--- src/rtl/trap_ctrl.sv ---
// Trap sequencer between the MEM stage and the machine-mode CSR file.
// Prioritises exceptions, interrupts and mret, strobes the CSR file once, then redirects and flushes.
module trap_ctrl #(
  parameter int unsigned XLEN     = 32,
  parameter int unsigned IRQ_CODE = 11
) (
  input  logic            clk,
  input  logic            rst,
  input  logic            mem_valid,
  input  logic [XLEN-1:0] pc_mem,
  input  logic [XLEN-1:0] inst_mem,
  input  logic [XLEN-1:0] dmem_addr,
  input  logic            illegal_inst,
  input  logic            ecall,
  input  logic            l_fault,
  input  logic            s_fault,
  input  logic            mret,
  input  logic            ext_irq,
  input  logic            csr_w,
  input  logic [XLEN-1:0] mstatus,
  input  logic [XLEN-1:0] mtvec,
  input  logic [XLEN-1:0] mepc_i,
  output logic            is_trap,
  output logic            is_mret,
  output logic [XLEN-1:0] mepc,
  output logic [XLEN-1:0] mcause,
  output logic [XLEN-1:0] mtval,
  output logic            stall,
  output logic            redirect_valid,
  output logic [XLEN-1:0] redirect_pc,
  output logic            flush,
  output logic [15:0]     trap_cnt
);

  localparam int unsigned CNT_W = 16;
  localparam logic [XLEN-1:0] IRQ_CAUSE = {1'b1, (XLEN-1)'(IRQ_CODE)};
  localparam logic [XLEN-1:0] VEC_OFF   = XLEN'(4 * IRQ_CODE);

  typedef enum logic [1:0] {IDLE, SAVE, MRET, REDIR} state_t;

  state_t            state_q, state_d;
  logic [XLEN-1:0]   cause_q, cause_d;
  logic [XLEN-1:0]   epc_q, epc_d;
  logic [XLEN-1:0]   tval_q, tval_d;
  logic [XLEN-1:0]   target_q, target_d;
  logic [CNT_W-1:0]  cnt_q, cnt_d;

  logic              exc, irq_take, take_trap, take_mret;
  logic [XLEN-1:0]   sel_cause, sel_tval, sel_target, base;
  logic              unused_mstatus;

  assign unused_mstatus = ^{mstatus[XLEN-1:4], mstatus[2:0]};

  // Event prioritisation; only consulted in IDLE.
  always_comb begin
    exc       = illegal_inst | ecall | l_fault | s_fault;
    irq_take  = ext_irq & mstatus[3];
    take_trap = mem_valid & (exc | irq_take);
    take_mret = mem_valid & mret & ~exc & ~irq_take;
    sel_cause = IRQ_CAUSE;
    sel_tval  = '0;
    if (illegal_inst) begin
      sel_cause = XLEN'(2);
      sel_tval  = inst_mem;
    end else if (ecall) begin
      sel_cause = XLEN'(11);
    end else if (l_fault) begin
      sel_cause = XLEN'(5);
      sel_tval  = dmem_addr;
    end else if (s_fault) begin
      sel_cause = XLEN'(7);
      sel_tval  = dmem_addr;
    end
    base       = {mtvec[XLEN-1:2], 2'b00};
    sel_target = (!exc && mtvec[1:0] == 2'b01) ? base + VEC_OFF : base;
  end

  always_comb begin
    state_d  = state_q;
    cause_d  = cause_q;
    epc_d    = epc_q;
    tval_d   = tval_q;
    target_d = target_q;
    cnt_d    = cnt_q;
    case (state_q)
      IDLE: begin
        if (take_trap) begin
          cause_d  = sel_cause;
          epc_d    = pc_mem;
          tval_d   = sel_tval;
          target_d = sel_target;
          state_d  = SAVE;
        end else if (take_mret) begin
          state_d = MRET;
        end
      end
      SAVE: begin
        if (!csr_w) begin
          if (cnt_q != {CNT_W{1'b1}}) cnt_d = cnt_q + CNT_W'(1);
          state_d = REDIR;
        end
      end
      MRET: begin
        // mepc output keeps the value the CSR file rewrote once we leave MRET
        if (!csr_w) begin
          target_d = mepc_i;
          epc_d    = mepc_i;
          state_d  = REDIR;
        end
      end
      REDIR:   state_d = IDLE;
      default: state_d = IDLE;
    endcase
  end

  always_ff @(posedge clk or posedge rst) begin
    if (rst) begin
      state_q  <= IDLE;
      cause_q  <= '0;
      epc_q    <= '0;
      tval_q   <= '0;
      target_q <= '0;
      cnt_q    <= '0;
    end else begin
      state_q  <= state_d;
      cause_q  <= cause_d;
      epc_q    <= epc_d;
      tval_q   <= tval_d;
      target_q <= target_d;
      cnt_q    <= cnt_d;
    end
  end

  // CSR strobes back off combinationally whenever a pipeline CSR write owns the file.
  assign is_trap        = (state_q == SAVE) & ~csr_w;
  assign is_mret        = (state_q == MRET) & ~csr_w;
  assign stall          = (state_q == SAVE) | (state_q == MRET);
  assign redirect_valid = (state_q == REDIR);
  assign flush          = (state_q == REDIR);
  assign redirect_pc    = (state_q == REDIR) ? target_q : '0;
  assign mepc           = (state_q == MRET) ? mepc_i : epc_q;
  assign mcause         = cause_q;
  assign mtval          = tval_q;
  assign trap_cnt       = cnt_q;

endmodule

--- config.mk ---
export PLATFORM = sky130hd
export DESIGN_NAME = trap_ctrl
export DESIGN_NICKNAME = d
export VERILOG_FILES = /design/src/rtl/trap_ctrl.sv
export SDC_FILE = /design/constraint.sdc
export NUM_CORES = 1
export LEC_CHECK = 0
export CAP_MARGIN = 20
export CORE_AREA = 3 3 134 136
export DETAILED_ROUTE_END_ITERATION = 8
export DIE_AREA = 0 0 137 139
export PLACE_DENSITY = 0.89
export SLEW_MARGIN = 20
export SYNTH_ARGS = -nofsm -noshare
export SYNTH_HDL_FRONTEND = slang
export SYNTH_SLANG_ARGS = --single-unit
--- constraint.sdc ---
create_clock -name clk -period 10.5 [get_ports clk]
set_input_delay 2.1 -clock clk [delete_from_list [all_inputs] [get_ports clk]]
set_output_delay 2.1 -clock clk [all_outputs]
set_load 0.01 [all_outputs]
==> impl_results.md, run 1 <==
* Yosys warnings at 0
* Clk network pwr share at 0.208
* Pleak at 4.357 nW
* DP Wirelength at 17.30 mm
* N_diodes at 0
* CP endpoint kind: primary output
* Root Buffer: clkbuf_16
* WL final at 23.05 mm
* Critical path startpoint category: primary input
* Width of the chip at 137 µm
* Critical Path RT at 8.40 ns
* Number of max-cap violations at 0
* Worst relative slew slack at 0.4478
* Switching share of power at 0.3743
* Hold_buf cts at 0
* Crit share post-route at 0.5371
* Most Used Layer, Global Route: met2
* Initial Util at 0.4069
* Register bit total from synthesis at 119
* Clk sinks at 119
* CTS tree: yes
* Latest clock arrival within the worst-skew pair at 0.41 ns
* Vias in the first global route at 6,998
* Fin. max-slew vios at 0
* Sequential cell area fraction in the yosys report at 0.4291
* Placer Congestion at 0.8604
* Setup Crit Path Kind: primary input to primary output
* Hold Path Stages at 2
* Fin crit period at 5.640 ns
* Placed Cells at 1,263
* CP max FO at 16
* Post-route ant nets at 0
* Sw Pwr at 0.0009764 W
* Share of cells above drive strength 1 at 0.07203
* Hold WS at 0.4627 ns
* Die footprint at 19,040 µm²
* M3 GR Usage at 0.09724
* GR Util met1 at 0.2547
* Largest net degree at the start of global routing at 79
* Initial antenna violation count at 1
* Post-layout instance area at 10,460 µm²
* H-Tree Level Count at 4
* Maximum vdd drop at 0.1690 mV
* P_int at 0.001632 W
* Fill cells at 1,413
* Synth cell types at 53
* DIE HEIGHT at 139 µm
* Clock-pin slew on the worst setup and hold paths at 0.06 ns
* CTS Buffer Depth at 2
* Skew final at 0.009557 ns
* First-pass GRT wire length at 35.76 mm
* Layout Cells excl Fill at 1,294
* DR vias/cell at 5.246
* Area Growth Syn to Fin at 50.69%
* Setup Fix Bufs, Post-CTS at 0
* Worst Hold Class: flop to flop
* Status: finished, final reports clean
* Core ar. at 17,060 µm²
* # IOs at 351
* Total track usage at 0.2380
* DR WL/cell at 17.81 µm
* Gr ovfl total at 0
* Post_cts resized at 0
* Cell taking the most area after synthesis: dfrtp_1
* DRC Markers at 0
* First drt pass iteration count at 4
* Comb pwr share at 0.499
* Buffers on Ports at 292
* Worst Tran Pin Value at 0.8284 ns
* 1st-iter DRT viols at 334
* # nets final at 1,265
* Synth top area cells: dfrtp_1 (43%), nand2_1 (6.8%), o21ai_0 (6.6%)
* Sequential power share at 0.293
* Grt met2 use at 0.4276
* Asr flop ratio synth at 1.000
* Post-synth EDFFs at 0
* TritonCTS Buffers at 17
* Syn Area/Cell at 8.785 µm²
* Worst reg2reg path depth at 8
* Syn Inst Count at 790
* Yosys top cell area share at 0.4291
* Final setup fails at 0
* Post-Synthesis Cell Area at 6940 µm²
* Final Hold Fails at 0
* Setup tns final at 0 ns
* Most common flop cell mapped by yosys: dfrtp_1
* PD cells at 249.4 nW/µm²
* Worst Path Arrival at 3.54 ns
* Rows at 48
* Cell area after placement at 9911 µm²
* RSZ-0062 raised after global routing: false
* Fmax at 0.1773 GHz
* Vias at 6,788
## synth_stat cells, types with 4 or more instances
master,n
xnor2_1,16
a22oi_1,32
xor2_1,15
o21ai_0,92
buf_2,12
nor2_1,32
inv_1,36
nand4_1,20
ha_1,6
mux2_2,26
o311ai_0,4
o31a_1,5
buf_4,29
a31oi_1,14
nor3_1,15
mux2i_1,19
o22ai_1,5
clkbuf_1,35
nor4_1,7
nand3_1,16
a21oi_1,12
o211ai_1,5
dfrtp_1,119
and4_1,5
nand2_1,126
o221ai_1,8
and2_1,36
## critical path, cell delays in order
cell and delay [ns]:
clkdlybuf4s50_1 0.41, buf_4 0.20, nor2b_1 0.22, clkdlybuf4s50_1 0.61
## per-layer routing
metal / share of wire / vias up / wire length, µm
met5: 0.00052 / - / 12
met4: 0.016 / 2 / 371
met3: 0.11 / 30 / 2526
met2: 0.51 / 300 / 11710
met1: 0.37 / 3198 / 8432
li1: - / 3258 / -
## power groups by stage
| stage | combinational, W | sequential [W] | clock (W) |
|---|---|---|---|
| floorplan | 0.000685 | 0.000773 | 0 |
| global placement | 0.00128 | 0.000758 | 0 |
| detailed placement | 0.00131 | 0.000772 | 0 |
| CTS | 0.00132 | 0.000765 | 0.000552 |
| global route | 0.00143 | 0.000789 | 0.000577 |
| finish | 0.00130 | 0.000765 | 0.000542 |
## cell type report
class                           count  area [µm²]  area share
Tap cell                          225       281.5     0.02692
Clock inverter                     12       105.1     0.01005
Sequential cell                   119        2978      0.2847
Multi-Input combinational cell    581        3516      0.3362
Timing Repair Buffer              302        2998      0.2866
Inverter                           36       137.6     0.01316
Clock buffer                       19       442.9     0.04235
## kinds of logic (layout without fill, tap and decap cells)
group           Yosys count  count (layout)  share of synthesized area
buf+inv                 116             369                    0.08167
mux                      45              45                    0.06959
xor+xnor                 31              31                    0.03912
simple gates            275             275                     0.1906
flops                   119             119                     0.4291
compound gates          197             197                     0.1787
fa+ha+maj                 6               6                    0.01082
other cells               1              27                  0.0005403
## final timing paths
path / startpoint / endpoint / slack (ns)
min: target_q[12] / target_q[12] / 0.46
max: csr_w / is_trap / 4.86
max reg2reg: state_q[0] / target_q[8] / 7.43
max in group asynchronous: rst / mtval[8] / 7.01
min in group asynchronous: rst / trap_cnt[7] / 2.16
min reg2reg: target_q[12] / target_q[12] / 0.46
## registers in the layout (all words and copies together) (netlist names)
register and flops:
target_q 32, mcause 5, state_q 2, mtval 32
trap_cnt 16, epc_q 32
## placed cells by master (no fill, tap or decap), types with 5 or more instances in the layout
cell             instances
nor4_1                   7
nor2_1                  32
inv_1                   35
nor3_1                  13
mux2_2                  26
and4_1                   5
a21oi_1                 12
o31a_1                   5
and2_1                  36
o22ai_1                  5
ha_1                     5
dfrtp_1                119
a31oi_1                 14
buf_4                   10
o221ai_1                 8
conb_1                  27
o211ai_1                 5
clkdlybuf4s50_1        292
mux2i_1                 19
a22oi_1                 32
xor2_1                  15
xnor2_1                 16
clkbuf_16               17
nand4_1                 20
o21ai_0                 92
clkinvlp_4               5
nand3_1                 16
nand2_1                126
## per-stage QoR
step / worst slack, ns / total power (W) / util
after floorplan: 5.243 / 0.001458 / -
after global placement: 4.888 / 0.002033 / 0.5808
after detailed placement: 4.874 / 0.002083 / 0.5811
after CTS: 4.863 / 0.002633 / 0.6132
after global routing: 4.840 / 0.002800 / 0.6132
final: 4.860 / 0.002608 / 0.6132
(Power assumes the default switching activity.)
==> run 2, diff against run 1 <==
--- a/config.mk
+++ b/config.mk
@@ -6,10 +6,10 @@
 export NUM_CORES = 1
 export LEC_CHECK = 0
 export CAP_MARGIN = 20
-export CORE_AREA = 3 3 134 136
+export CORE_AREA = 3 3 141 143
 export DETAILED_ROUTE_END_ITERATION = 8
-export DIE_AREA = 0 0 137 139
-export PLACE_DENSITY = 0.89
+export DIE_AREA = 0 0 144 146
+export PLACE_DENSITY = 0.85
 export SLEW_MARGIN = 20
 export SYNTH_ARGS = -nofsm -noshare
 export SYNTH_HDL_FRONTEND = slang
==> constraint.sdc (replaced) <==
create_clock -name clk -period 5 [get_ports clk]
set_input_delay 1 -clock clk [delete_from_list [all_inputs] [get_ports clk]]
set_output_delay 1 -clock clk [all_outputs]
set_load 0.01 [all_outputs]
==> impl_results.md, run 2 (same netlist as run 1, synthesis figures left out) <==
* DP Wirelength at 18.10 mm
* N_diodes at 0
* Crit share post-route at 0.7739
* Area Growth Syn to Fin at 52.52%
* H-Tree Level Count at 4
* Setup tns final at 0 ns
* PD cells at 532.3 nW/µm²
* Top delay family on crit path: buffers and inverters
* Register area at 2978 µm²
* # nets final at 1,269
* Slowest CP cell: ha_4
* Number of max-cap violations at 0
* Maximum vdd drop at 0.2911 mV
* Most frequent cells in the layout: clkdlybuf4s50_1 (292), nand2_1 (126), dfrtp_1 (119)
* TritonCTS Buffers at 17
* Initial Util at 0.3710
* Vias at 6,788
* CP max FO at 70
* Comb pwr share at 0.491
* Total track usage at 0.2188
* Crit-path max cell delay at 0.70 ns
* P_int at 0.003565 W
* RR Startpoint: state_q[0]
* Fin. max-slew vios at 0
* Post-route ant nets at 0
* Skew final at 0.005889 ns
* Critical path startpoint category: flop
* # IOs at 351
* Placed Cells at 1,276
* Critical Path RT at 4.00 ns
* Share of cells above drive strength 1 at 0.07635
* Clk network pwr share at 0.226
* Worst Tran Pin Value at 0.8367 ns
* 1st-iter DRT viols at 293
* CTS Buffer Depth at 2
* Fill cells at 1,703
* Setup Fix Bufs, Post-CTS at 0
* Setup Crit Path Kind: flop to primary output
* Core ar. at 18,710 µm²
* DIE HEIGHT at 146 µm
* Latest clock arrival within the worst-skew pair at 0.41 ns
* Largest net degree at the start of global routing at 72
* Die footprint at 21,020 µm²
* WP depth at 5
* RSZ-0062 raised after global routing: false
* Width of the chip at 144 µm
* Fmax at 0.2584 GHz
* Worst relative slew slack at 0.4422
* Clock-pin slew on the worst setup and hold paths at 0.06 ns
* First drt pass iteration count at 6
* Worst R2R Setup Slack at 2.07 ns
* Hold_buf cts at 0
* Fin crit period at 3.869 ns
* Pleak at 4.419 nW
* Core Util, Final at 0.5659
* Status: finished, final reports clean
* Gr ovfl total at 0
* Multi-input gate area at 3511 µm²
* Initial antenna violation count at 0
* DRC Markers at 0
* First-pass GRT wire length at 36.03 mm
* Clk sinks at 119
* FF-to-FF End: target_q[25]
* Worst Path Arrival at 2.87 ns
* Sequential power share at 0.283
* Hold EP: target_q[18]
* Min-delay src: target_q[18]
* Hold Path Stages at 2
* Critical path, cell by cell: inv_1 -> ha_4 -> buf_4 -> mux2_2 -> clkdlybuf4s50_1
* Root Buffer: clkbuf_16
* DR vias/cell at 5.190
* Sw Pwr at 0.002069 W
* Post_cts resized at 0
* CP endpoint kind: primary output
* Commonest non-fill, non-tap cell in the layout: clkdlybuf4s50_1
* Worst reg2reg path depth at 7
* Buffers on Ports at 292
* Layout Cells excl Fill at 1,308
* Worst Hold Class: flop to flop
* Rows at 50
* Vias in the first global route at 6,903
* Final setup fails at 0
* DR WL/cell at 17.98 µm
* WL final at 23.52 mm
* CTS tree: yes
* Switching share of power at 0.3672
* Final Hold Fails at 0
* Placer Congestion at 0.8384
* Hold WS at 0.4584 ns
* WP buf/inv at 3
[run 2: cell count changes in the layout (fill, tap and decap cells not counted), moves of 2 or more]
cell       delta
buf_12        +2
clkinv_4      +2
bufinv_16     +2
buf_4         +2
clkinv_2      -2
[run 2: final cells by class]
type | count | area share
timing repair buffer | 306 | 0.2884
tap | 234 | 0.02766
sequential | 119 | 0.2813
multi-input combinational | 581 | 0.3317
clock buffer | 18 | 0.04149
clock inverter | 14 | 0.01643
inverter | 36 | 0.01300
[run 2: worst max path at each step]
stage                         to  slack [ns]    startpoint
floorplan               epc_q[0]        0.84           rst
global placement    target_q[17]        1.43  illegal_inst
detailed placement  target_q[25]        1.40  illegal_inst
CTS                     mepc[11]        1.09    state_q[0]
global route            mepc[11]        0.97    state_q[0]
finish                  mepc[11]        1.13    state_q[0]
[run 2: metal layers]
metal / GRT usage / up-vias / routed length [µm]
met2: 0.3804 / 297 / 11600
met1: 0.2426 / 3208 / 8844
met4: 0.07863 / 0 / 537
met3: 0.08117 / 25 / 2537
met5: 0 / - / 0
li1: - / 3258 / -
[run 2: worst reg2reg max path, cell delays in order, from the launching register on]
cell and delay (ns):
dfrtp_1 0.42, inv_1 0.13, ha_4 0.70, mux2_2 0.32, o211a_1 0.14, buf_4 0.37
nand2_1 0.44, o221ai_1 0.31
[run 2: power groups by stage]
stage          clock, W  combinational, W  sequential, W
6_report        0.00127           0.00276        0.00159
5_1_grt         0.00134           0.00305        0.00165
2_1_floorplan         0           0.00144        0.00162
4_1_cts         0.00130           0.00280        0.00159
3_5_place_dp          0           0.00279        0.00161
3_3_place_gp          0           0.00272        0.00158
[run 2: stage by stage]
stage | power (W) | setup slack [ns] | area [µm²]
4_1_cts | 0.005697 | 1.087 | 10590
5_1_grt | 0.006039 | 0.9654 | 10590
6_report | 0.005634 | 1.131 | 10590
2_1_floorplan | 0.003062 | 0.8425 | 7038
3_3_place_gp | 0.004302 | 1.430 | 9972
3_5_place_dp | 0.004396 | 1.397 | 9972
==> run 3, diff against run 2 <==
==> constraint.sdc (replaced) <==
create_clock -name clk -period 3.13 [get_ports clk]
set_input_delay 0.626 -clock clk [delete_from_list [all_inputs] [get_ports clk]]
set_output_delay 0.626 -clock clk [all_outputs]
set_load 0.01 [all_outputs]
==> impl_results.md, run 3 (same netlist as run 1, synthesis figures left out) <==
* Status: finished, final reports clean
* Maximum vdd drop at 0.4294 mV
* First-pass GRT wire length at 37.23 mm
* Fin. max-slew vios at 0
* Fin crit period at 2.892 ns
* Final setup fails at 0
* Placed Cells at 1,287
* Hold_buf cts at 0
* Skew final at 0.008090 ns
* Final Hold Fails at 0
* Clock-pin slew on the worst setup and hold paths at 0.06 ns
* TritonCTS Buffers at 17
* Number of max-cap violations at 0
* RSZ-0062 raised after global routing: false
* Vias at 6,974
* Total track usage at 0.2250
* Total Power at 0.009169 W
* Setup tns final at 0 ns
* Commonest non-fill, non-tap cell in the layout: clkdlybuf4s50_1
* CP max FO at 23
* Setup Crit Path Kind: flop to primary output
* PD cells at 853.0 nW/µm²
* Crit share post-route at 0.9240
* Layout Cells excl Fill at 1,323
* # nets final at 1,283
* DR WL/cell at 18.34 µm
* Post_cts resized at 0
* Initial antenna violation count at 2
* Share of cells above drive strength 1 at 0.08824
* Worst Path Arrival at 2.27 ns
* WL final at 24.27 mm
* Clk sinks at 119
* H-Tree Level Count at 4
* Worst relative slew slack at 0.5232
* Placer Congestion at 0.8709
* CTS tree: yes
* Initial Util at 0.3710
* CTS Buffer Depth at 2
* Pleak at 4.503 nW
* Worst Hold Class: flop to flop
* Post-route ant nets at 0
* Rows at 50
* Fmax at 0.3458 GHz
* Area Growth Syn to Fin at 54.88%
* Root Buffer: clkbuf_16
* 1st-iter DRT viols at 363
* Die footprint at 21,020 µm²
* DP Wirelength at 18.45 mm
* Buffers on Ports at 292
* Hold Path Stages at 2
* # IOs at 351
* CP endpoint kind: primary output
* Latest clock arrival within the worst-skew pair at 0.41 ns
* Critical Path RT at 2.50 ns
* DR vias/cell at 5.271
* DIE HEIGHT at 146 µm
* Gr ovfl total at 0
* Worst reg2reg path depth at 8
* Vias in the first global route at 6,895
* Largest net degree at the start of global routing at 61
* Core ar. at 18,710 µm²
* First drt pass iteration count at 5
* Most frequent cells in the layout: clkdlybuf4s50_1 (292), nand2_1 (126), dfrtp_1 (119)
* DRC Markers at 0
* Fill cells at 1,596
* Width of the chip at 144 µm
* Worst Tran Pin Value at 0.7120 ns
* Critical path startpoint category: flop
==> run 3: repair_timing <==
action / CTS / global route
setup endpoints to repair: 18 / 6
setup buffers: 1 / 2
pin swaps: 0 / 0
==> run 3: worst paths after layout <==
path	from	endpoint	slack, ns
min reg2reg	target_q[16]	target_q[16]	0.47
max	state_q[0]	mepc[18]	0.24
max in group asynchronous	rst	target_q[19]	1.82
min	target_q[16]	target_q[16]	0.47
min in group asynchronous	rst	trap_cnt[11]	0.64
max reg2reg	state_q[0]	target_q[3]	0.63
==> run 3: routing by layer <==
layer | global-route usage | up-vias | wire length, µm
met3 | 0.07033 | 34 | 2454
met2 | 0.3852 | 336 | 12140
met4 | 0.07392 | 2 | 518
li1 | - | 3290 | -
met5 | 0 | - | 13
met1 | 0.2660 | 3312 | 9147
==> run 3: power breakdown <==
group / leakage [nW] / switching [W] / internal (W)
clock network: 0.286 / 0.000756 / 0.00122
logic: 2.73 / 0.00229 / 0.00234
registers: 1.49 / 0.000360 / 0.00220
==> run 3: area by class of cell <==
type	count	area, µm²	share of cell area
Tap cell	234	292.8	0.02724
Sequential cell	119	2978	0.2770
Multi-Input combinational cell	581	3511	0.3266
Antenna cell	1	2.502	0.0002328
Timing Repair Buffer	320	3228	0.3003
Inverter	36	138.9	0.01292
Clock buffer	19	452.9	0.04214
Clock inverter	13	145.1	0.01350
==> run 3: critical path, cell delays in order, from the launching register on <==
cell,delay [ns]
dfrtp_1,0.42
inv_1,0.15
ha_4,0.24
buf_12,0.20
mux2_2,0.36
clkdlybuf4s50_1,0.48
==> run 3: through the flow <==
step / util / instance area [µm²] / setup WS, ns / hold slack, ns
after detailed placement: 0.5403 / 10110 / 0.06591 / 0.4535
after CTS: 0.5730 / 10720 / 0.04818 / 0.4703
after global placement: 0.5403 / 10110 / 0.08297 / 0.4446
final: 0.5746 / 10750 / 0.2380 / 0.4747
after floorplan: - / 7042 / 0.7747 / 0.4304
after global routing: 0.5746 / 10750 / 0.1557 / 0.4973
